### config.mk
export PLATFORM = sky130hd
export DESIGN_NAME = mem_bus_arbiter_flat
export DESIGN_NICKNAME = d
export VERILOG_FILES = /design/src/rtl/mem_bus_arbiter_if.sv /design/src/rtl/mem_bus_arbiter.sv /design/src/flat_wrapper.sv
export SDC_FILE = /design/constraint.sdc
export NUM_CORES = 1
export LEC_CHECK = 0
export ABC_CLOCK_PERIOD_IN_PS = 4800
export BUFFER_PORTS_ARGS = -buffer_cell sky130_fd_sc_hd__buf_2
export CAP_MARGIN = 20
export CORE_ASPECT_RATIO = 2
export CORE_MARGIN = 2
export CORE_UTILIZATION = 50
export CTS_CLUSTER_DIAMETER = 100
export DETAILED_ROUTE_END_ITERATION = 16
export HOLD_SLACK_MARGIN = 0.06
export PLACE_DENSITY = 0.91
export RECOVER_POWER = 100
export SKIP_CTS_REPAIR_TIMING = 1
export SYNTH_ARGS = -nofsm -noshare
export SYNTH_HDL_FRONTEND = slang
export SYNTH_SLANG_ARGS = --single-unit
export TNS_END_PERCENT = 10
### constraint.sdc
create_clock -name clk -period 4.8 [get_ports clk]
set_input_delay 0.48 -clock clk [delete_from_list [all_inputs] [get_ports clk]]
set_output_delay 0.48 -clock clk [all_outputs]
set_load 0.005 [all_outputs]
### src/rtl/mem_bus_arbiter_if.sv
// Handshake bundle between the core's fetch/data ports, the arbiter and the memory bus.
// The master modport is the arbiter's view. It owns the downstream bus and answers both
// requesters. The slave modport is the surrounding core plus the bus.
interface mem_bus_arbiter_if #(
  parameter int unsigned ADDR_W = 18
);
  // Instruction-fetch requester
  logic              f_req;
  logic [ADDR_W-1:0] f_addr;
  logic              f_done;
  logic [31:0]       f_rdata;
  // Load/store requester
  logic              d_req;
  logic [ADDR_W-1:0] d_addr;
  logic              d_is_write;
  logic [31:0]       d_wdata;
  logic [2:0]        d_num_bytes;
  logic              d_done;
  logic [31:0]       d_rdata;
  // Downstream memory bus
  logic [ADDR_W-1:0] m_target_address;
  logic [2:0]        m_num_bytes;
  logic              m_is_write;
  logic [31:0]       m_write_value;
  logic              m_start_request;
  logic              m_request_done;
  logic [31:0]       m_fetched_value;

  modport master (
    input  f_req, f_addr, d_req, d_addr, d_is_write, d_wdata, d_num_bytes,
    input  m_request_done, m_fetched_value,
    output f_done, f_rdata, d_done, d_rdata,
    output m_target_address, m_num_bytes, m_is_write, m_write_value, m_start_request
  );

  modport slave (
    output f_req, f_addr, d_req, d_addr, d_is_write, d_wdata, d_num_bytes,
    output m_request_done, m_fetched_value,
    input  f_done, f_rdata, d_done, d_rdata,
    input  m_target_address, m_num_bytes, m_is_write, m_write_value, m_start_request
  );
endinterface

### src/rtl/mem_bus_arbiter.sv
// Round-robin arbiter sharing one memory bus between the fetch and load/store ports.
// A transaction runs IDLE -> GRANT -> RELEASE. Every output is registered.
// Optional watchdog: define ARB_TIMEOUT_EN to abort a GRANT that sees no m_request_done
// within TIMEOUT_CYCLES cycles. The abort returns all-ones data and sets the sticky err.
module mem_bus_arbiter #(
  parameter int unsigned ADDR_W         = 18,
  parameter int unsigned TIMEOUT_CYCLES = 4096
) (
  input  logic              clk,
  input  logic              rst_n,
  mem_bus_arbiter_if.master bus,
  output logic              owner,
  output logic              busy,
  output logic              err
);

  typedef enum logic [1:0] {StIdle, StGrant, StRelease} state_e;

  state_e            state;
  logic              last_owner;   // 0 = fetch, 1 = data
  logic              grant_data;
  logic [ADDR_W-1:0] grant_addr;
  logic              txn_end;
  logic [31:0]       end_rdata;

`ifdef ARB_TIMEOUT_EN
  localparam int unsigned WdogW = (TIMEOUT_CYCLES > 1) ? $clog2(TIMEOUT_CYCLES) : 1;
  localparam logic [WdogW-1:0] WdogLimit = WdogW'(TIMEOUT_CYCLES - 1);

  logic [WdogW-1:0] wdog;
  logic             timeout_hit;
`else
  logic unused_timeout;
  assign unused_timeout = ^TIMEOUT_CYCLES;
  assign err = 1'b0;
`endif

  // Pick the winner in IDLE and decide whether the current GRANT finishes this cycle
  always_comb begin
    // On a tie the port that did not own the bus last time wins
    grant_data = bus.d_req & (~bus.f_req | ~last_owner);
    grant_addr = grant_data ? bus.d_addr : bus.f_addr;
    txn_end    = (state == StGrant) && bus.m_request_done;
    end_rdata  = bus.m_fetched_value;
`ifdef ARB_TIMEOUT_EN
    timeout_hit = (state == StGrant) && !bus.m_request_done && (wdog == WdogLimit);
    if (timeout_hit) begin
      txn_end   = 1'b1;
      end_rdata = 32'hFFFF_FFFF;
    end
`endif
  end

  // Arbitration FSM with all bus and requester outputs registered
  always_ff @(posedge clk or negedge rst_n) begin
    if (!rst_n) begin
      state                <= StIdle;
      last_owner           <= 1'b1;
      owner                <= 1'b0;
      busy                 <= 1'b0;
      bus.f_done           <= 1'b0;
      bus.f_rdata          <= 32'h0;
      bus.d_done           <= 1'b0;
      bus.d_rdata          <= 32'h0;
      bus.m_target_address <= '0;
      bus.m_num_bytes      <= 3'd0;
      bus.m_is_write       <= 1'b0;
      bus.m_write_value    <= 32'h0;
      bus.m_start_request  <= 1'b0;
`ifdef ARB_TIMEOUT_EN
      wdog                 <= '0;
      err                  <= 1'b0;
`endif
    end else begin
      bus.f_done <= 1'b0;
      bus.d_done <= 1'b0;
      unique case (state)
        StIdle: begin
          if (bus.f_req || bus.d_req) begin
            owner                <= grant_data;
            busy                 <= 1'b1;
            bus.m_target_address <= grant_addr;
            bus.m_num_bytes      <= grant_data ? bus.d_num_bytes : 3'd4;
            bus.m_is_write       <= grant_data & bus.d_is_write;
            bus.m_write_value    <= grant_data ? bus.d_wdata : 32'h0;
            bus.m_start_request  <= 1'b1;
            state                <= StGrant;
`ifdef ARB_TIMEOUT_EN
            wdog                 <= '0;
`endif
          end
        end
        StGrant: begin
          if (txn_end) begin
            bus.m_start_request <= 1'b0;
            if (owner) begin
              bus.d_done  <= 1'b1;
              bus.d_rdata <= end_rdata;
            end else begin
              bus.f_done  <= 1'b1;
              bus.f_rdata <= end_rdata;
            end
            last_owner <= owner;
            state      <= StRelease;
`ifdef ARB_TIMEOUT_EN
            if (timeout_hit) err <= 1'b1;
          end else begin
            wdog <= wdog + WdogW'(1);
`endif
          end
        end
        StRelease: begin
          // The bus lowers done only after start drops; wait for it before re-arbitrating
          if (!bus.m_request_done) begin
            busy  <= 1'b0;
            state <= StIdle;
          end
        end
        default: state <= StIdle;
      endcase
    end
  end

endmodule

### src/flat_wrapper.sv
// flat-port wrapper written by rule: the top's interface ports become plain ports
module mem_bus_arbiter_flat 
#(
  parameter int unsigned ADDR_W         = 18,
  parameter int unsigned TIMEOUT_CYCLES = 4096
)
  (clk, rst_n, owner, busy, err, bus_f_req, bus_f_addr, bus_d_req, bus_d_addr, bus_d_is_write, bus_d_wdata, bus_d_num_bytes, bus_m_request_done, bus_m_fetched_value, bus_f_done, bus_f_rdata, bus_d_done, bus_d_rdata, bus_m_target_address, bus_m_num_bytes, bus_m_is_write, bus_m_write_value, bus_m_start_request);
  mem_bus_arbiter_if #(.ADDR_W(ADDR_W)) bus_i ();
  input  logic clk;
  input  logic rst_n;
  output logic owner;
  output logic busy;
  output logic err;
  input wire logic [$bits(bus_i.f_req)-1:0] bus_f_req;
  input wire logic [$bits(bus_i.f_addr)-1:0] bus_f_addr;
  input wire logic [$bits(bus_i.d_req)-1:0] bus_d_req;
  input wire logic [$bits(bus_i.d_addr)-1:0] bus_d_addr;
  input wire logic [$bits(bus_i.d_is_write)-1:0] bus_d_is_write;
  input wire logic [$bits(bus_i.d_wdata)-1:0] bus_d_wdata;
  input wire logic [$bits(bus_i.d_num_bytes)-1:0] bus_d_num_bytes;
  input wire logic [$bits(bus_i.m_request_done)-1:0] bus_m_request_done;
  input wire logic [$bits(bus_i.m_fetched_value)-1:0] bus_m_fetched_value;
  output wire logic [$bits(bus_i.f_done)-1:0] bus_f_done;
  output wire logic [$bits(bus_i.f_rdata)-1:0] bus_f_rdata;
  output wire logic [$bits(bus_i.d_done)-1:0] bus_d_done;
  output wire logic [$bits(bus_i.d_rdata)-1:0] bus_d_rdata;
  output wire logic [$bits(bus_i.m_target_address)-1:0] bus_m_target_address;
  output wire logic [$bits(bus_i.m_num_bytes)-1:0] bus_m_num_bytes;
  output wire logic [$bits(bus_i.m_is_write)-1:0] bus_m_is_write;
  output wire logic [$bits(bus_i.m_write_value)-1:0] bus_m_write_value;
  output wire logic [$bits(bus_i.m_start_request)-1:0] bus_m_start_request;
  assign bus_i.f_req = bus_f_req;
  assign bus_i.f_addr = bus_f_addr;
  assign bus_i.d_req = bus_d_req;
  assign bus_i.d_addr = bus_d_addr;
  assign bus_i.d_is_write = bus_d_is_write;
  assign bus_i.d_wdata = bus_d_wdata;
  assign bus_i.d_num_bytes = bus_d_num_bytes;
  assign bus_i.m_request_done = bus_m_request_done;
  assign bus_i.m_fetched_value = bus_m_fetched_value;
  assign bus_f_done = bus_i.f_done;
  assign bus_f_rdata = bus_i.f_rdata;
  assign bus_d_done = bus_i.d_done;
  assign bus_d_rdata = bus_i.d_rdata;
  assign bus_m_target_address = bus_i.m_target_address;
  assign bus_m_num_bytes = bus_i.m_num_bytes;
  assign bus_m_is_write = bus_i.m_is_write;
  assign bus_m_write_value = bus_i.m_write_value;
  assign bus_m_start_request = bus_i.m_start_request;
  mem_bus_arbiter #(.ADDR_W(ADDR_W), .TIMEOUT_CYCLES(TIMEOUT_CYCLES)) u_core (.clk(clk), .rst_n(rst_n), .bus(bus_i), .owner(owner), .busy(busy), .err(err));
endmodule
==> results.json <==
{
  "dpl.cell_count": 651,
  "netlist_area_mm2": 0.00490,
  "dieArea_mm2": 0.0107,
  "async_flop_share_pct": 100,
  "overflow": 0,
  "core_area_mm2": 0.00964,
  "post-route-period-util_pct": 65.5,
  "violations": "capacitance limit, slew limit",
  "hold_violations": 0,
  "fin_skew_ps": 10.8,
  "rsz0062_at_grt": "false",
  "synth_top_area_share_pct": 63.9,
  "gp_routability_congestion": 0.878,
  "drt-total-wl_mm": 12.1,
  "critical_path_class": "reg2reg",
  "hold_slack_ps": 295,
  "clock_sinks": 126,
  "drv_cap": 2,
  "grt_use_total_pct": 22.7,
  "dpl_cell_area_mm2": 0.00614,
  "io_buffers": 231,
  "synth_most_common_cell": "dfrtp_1",
  "yosys_warnings": 0,
  "worst_ir_drop_vdd_uv": 509,
  "top_level_ports": 233,
  "drt-initial-drc-count": 153,
  "synth.yosys.seq_area_share_pct": 64.4,
  "worstSkewPairLatency_ps": 400,
  "synth_cells": 302,
  "worstPathMaxFanout": 58,
  "power_mw": 4.61,
  "powerDensity_mw_per_mm2": 695,
  "layout_min_cycle_time_ps": 3150,
  "p_leak_nw": 3.20,
  "post-dp-hpwl_mm": 8.72,
  "cp-end-kind": "flop",
  "fmax_mhz": 318,
  "grt_pass1_wl_mm": 18.0,
  "h-tree-depth": 4,
  "synth_edf_count": 0,
  "fin_area_mm2": 0.00664,
  "synth_ff_type": "dfrtp_1",
  "cp-start-kind": "flop",
  "cts_buffers": 17,
  "stdcell_count": 682,
  "hold_class": "in2reg",
  "clk_pin_slew_worst_paths_ps": 60,
  "pre_cts_ws_ps": 2500,
  "drc": 0,
  "initial_utilization_pct": 50.8,
  "setup_tns_ps": 0,
  "critical_path_arrival_ps": 3420,
  "die_h_um": 144,
  "status": "complete, but fails checks",
  "antenna_cells": 0,
  "ys_types": 26,
  "ys_seq_elements": 126,
  "synthTopCellsByCount": "dfrtp_1, mux2_2, a22o_1",
  "synth_area_leaders": "dfrtp_1, mux2_2, a22o_1",
  "finalWorstSetupSlack_ps": 1650,
  "detail-route-antenna-nets": 0,
  "final_util_pct": 68.9,
  "tritoncts": "done",
  "maxSlewHeadroom_pct": -78.0,
  "syn_to_final_growth_pct": 35.5,
  "clk_path_buf_depth": 2,
  "viasPerCell": 5.09,
  "postSynthAreaPerCell_um2": 16.2,
  "vias": 3469,
  "finalSetupViolCount": 0,
  "grt_pass1_vias": 3701,
  "die_width_um": 74.0,
  "rows": 51,
  "nets": 647,
  "worst_pin_slew_ps": 2670,
  "drive_gt1_share_pct": 50.9,
  "drv_slew": 139,
  "syn-num-nets": 411,
  "yosys.area.top_type": "dfrtp_1",
  "grt_antenna_before_repair": 0,
  "wl_per_cell_um": 17.7,
  "firstDrtPassIters": 4,
  "worstPathRequired_ps": 5070,
  "grt_max_degree": 80,
  "root_buffer": "clkbuf_16"
}
## state kept, by name, indices dropped and copies added (netlist names)
signal and flops:
u_core.busy 1, u_core.bus.f_rdata 32, u_core.state 2, u_core.bus.d_rdata 32
u_core.bus.m_num_bytes 3, u_core.last_owner 1, u_core.bus.m_is_write 1, u_core.owner 1
u_core.bus.m_target_address 18, u_core.bus.d_done 1, u_core.bus.m_start_request 1, u_core.bus.m_write_value 32
u_core.bus.f_done 1
## cells in the final DEF (no fill, tap or decap), types with 3 or more instances in the layout
master     Yosys  final
a22o_1        35     35
buf_2          7    145
bufinv_16      0      4
clkbuf_1       2     86
clkbuf_16      0     17
clkinv_2       0      4
clkinv_4       0      3
dfrtp_1      125    125
inv_1          3      3
mux2_1         3      3
mux2_2        87     87
mux2_4        10     10
nand2_1        5      5
## cell type report
class	count	area [um2]
Clock buffer	17	425
Multi-Input combinational cell	155	1610
Inverter	3	11.3
Timing Repair Buffer	235	1080
Sequential cell	126	3150
Clock inverter	14	191
Fill cell	721	3000
Tap cell	132	165
## worst max-delay path: stages (launching register included)
cell and delay (ps):
dfrtp_1 460, nor2_1 110, o21ai_4 60, clkbuf_1 1890
mux2_2 480
## logic make-up (layout without fill, tap and decap cells)
kind of cell,Yosys count,count (layout),synth area share [%]
AND/OR/NAND/NOR,12,12,1.74
multiplexers,100,100,23.8
AO/OA/AOI/OAI,42,42,7.23
other,1,1,0.0766
buffers and inverters,21,269,2.81
flip-flops,126,126,64.4
## power breakdown
part           switching [mW]  internal, mW  total, mW  leakage, nW
clock network           0.465         0.867       1.33        0.303
logic                   0.654         0.779       1.43         1.37
registers               0.281          1.57       1.85         1.53
total                    1.40          3.21       4.61         3.20
## worst paths after layout
| kind | slack [ps] | from | depth (start not counted) | to |
|---|---|---|---|---|
| max reg2reg | 1650 | u_core.state[0] | 4 | u_core.bus.m_target_address[9] |
| max in group asynchronous | 2160 | rst_n | 2 | u_core.bus.d_done |
| min in group asynchronous | 590 | rst_n | 1 | u_core.bus.d_rdata[11] |
| max | 1650 | u_core.state[0] | 4 | u_core.bus.m_target_address[9] |
| min | 290 | bus_d_wdata[23] | 2 | u_core.bus.m_write_value[23] |
| min reg2reg | 470 | u_core.last_owner | 2 | u_core.last_owner |
## layer usage
metal | global-route usage [%] | share of wire (%) | wire length (um) | up-vias
met3 | 5.64 | 5.2 | 625 | 22
li1 | - | - | - | 1565
met2 | 41.4 | 58 | 7000 | 150
met4 | 11.0 | 2.6 | 313 | 0
met5 | 0 | 0 | 0 | -
met1 | 23.4 | 34 | 4160 | 1732
No activity file was read; power rests on OpenSTA's default activity.
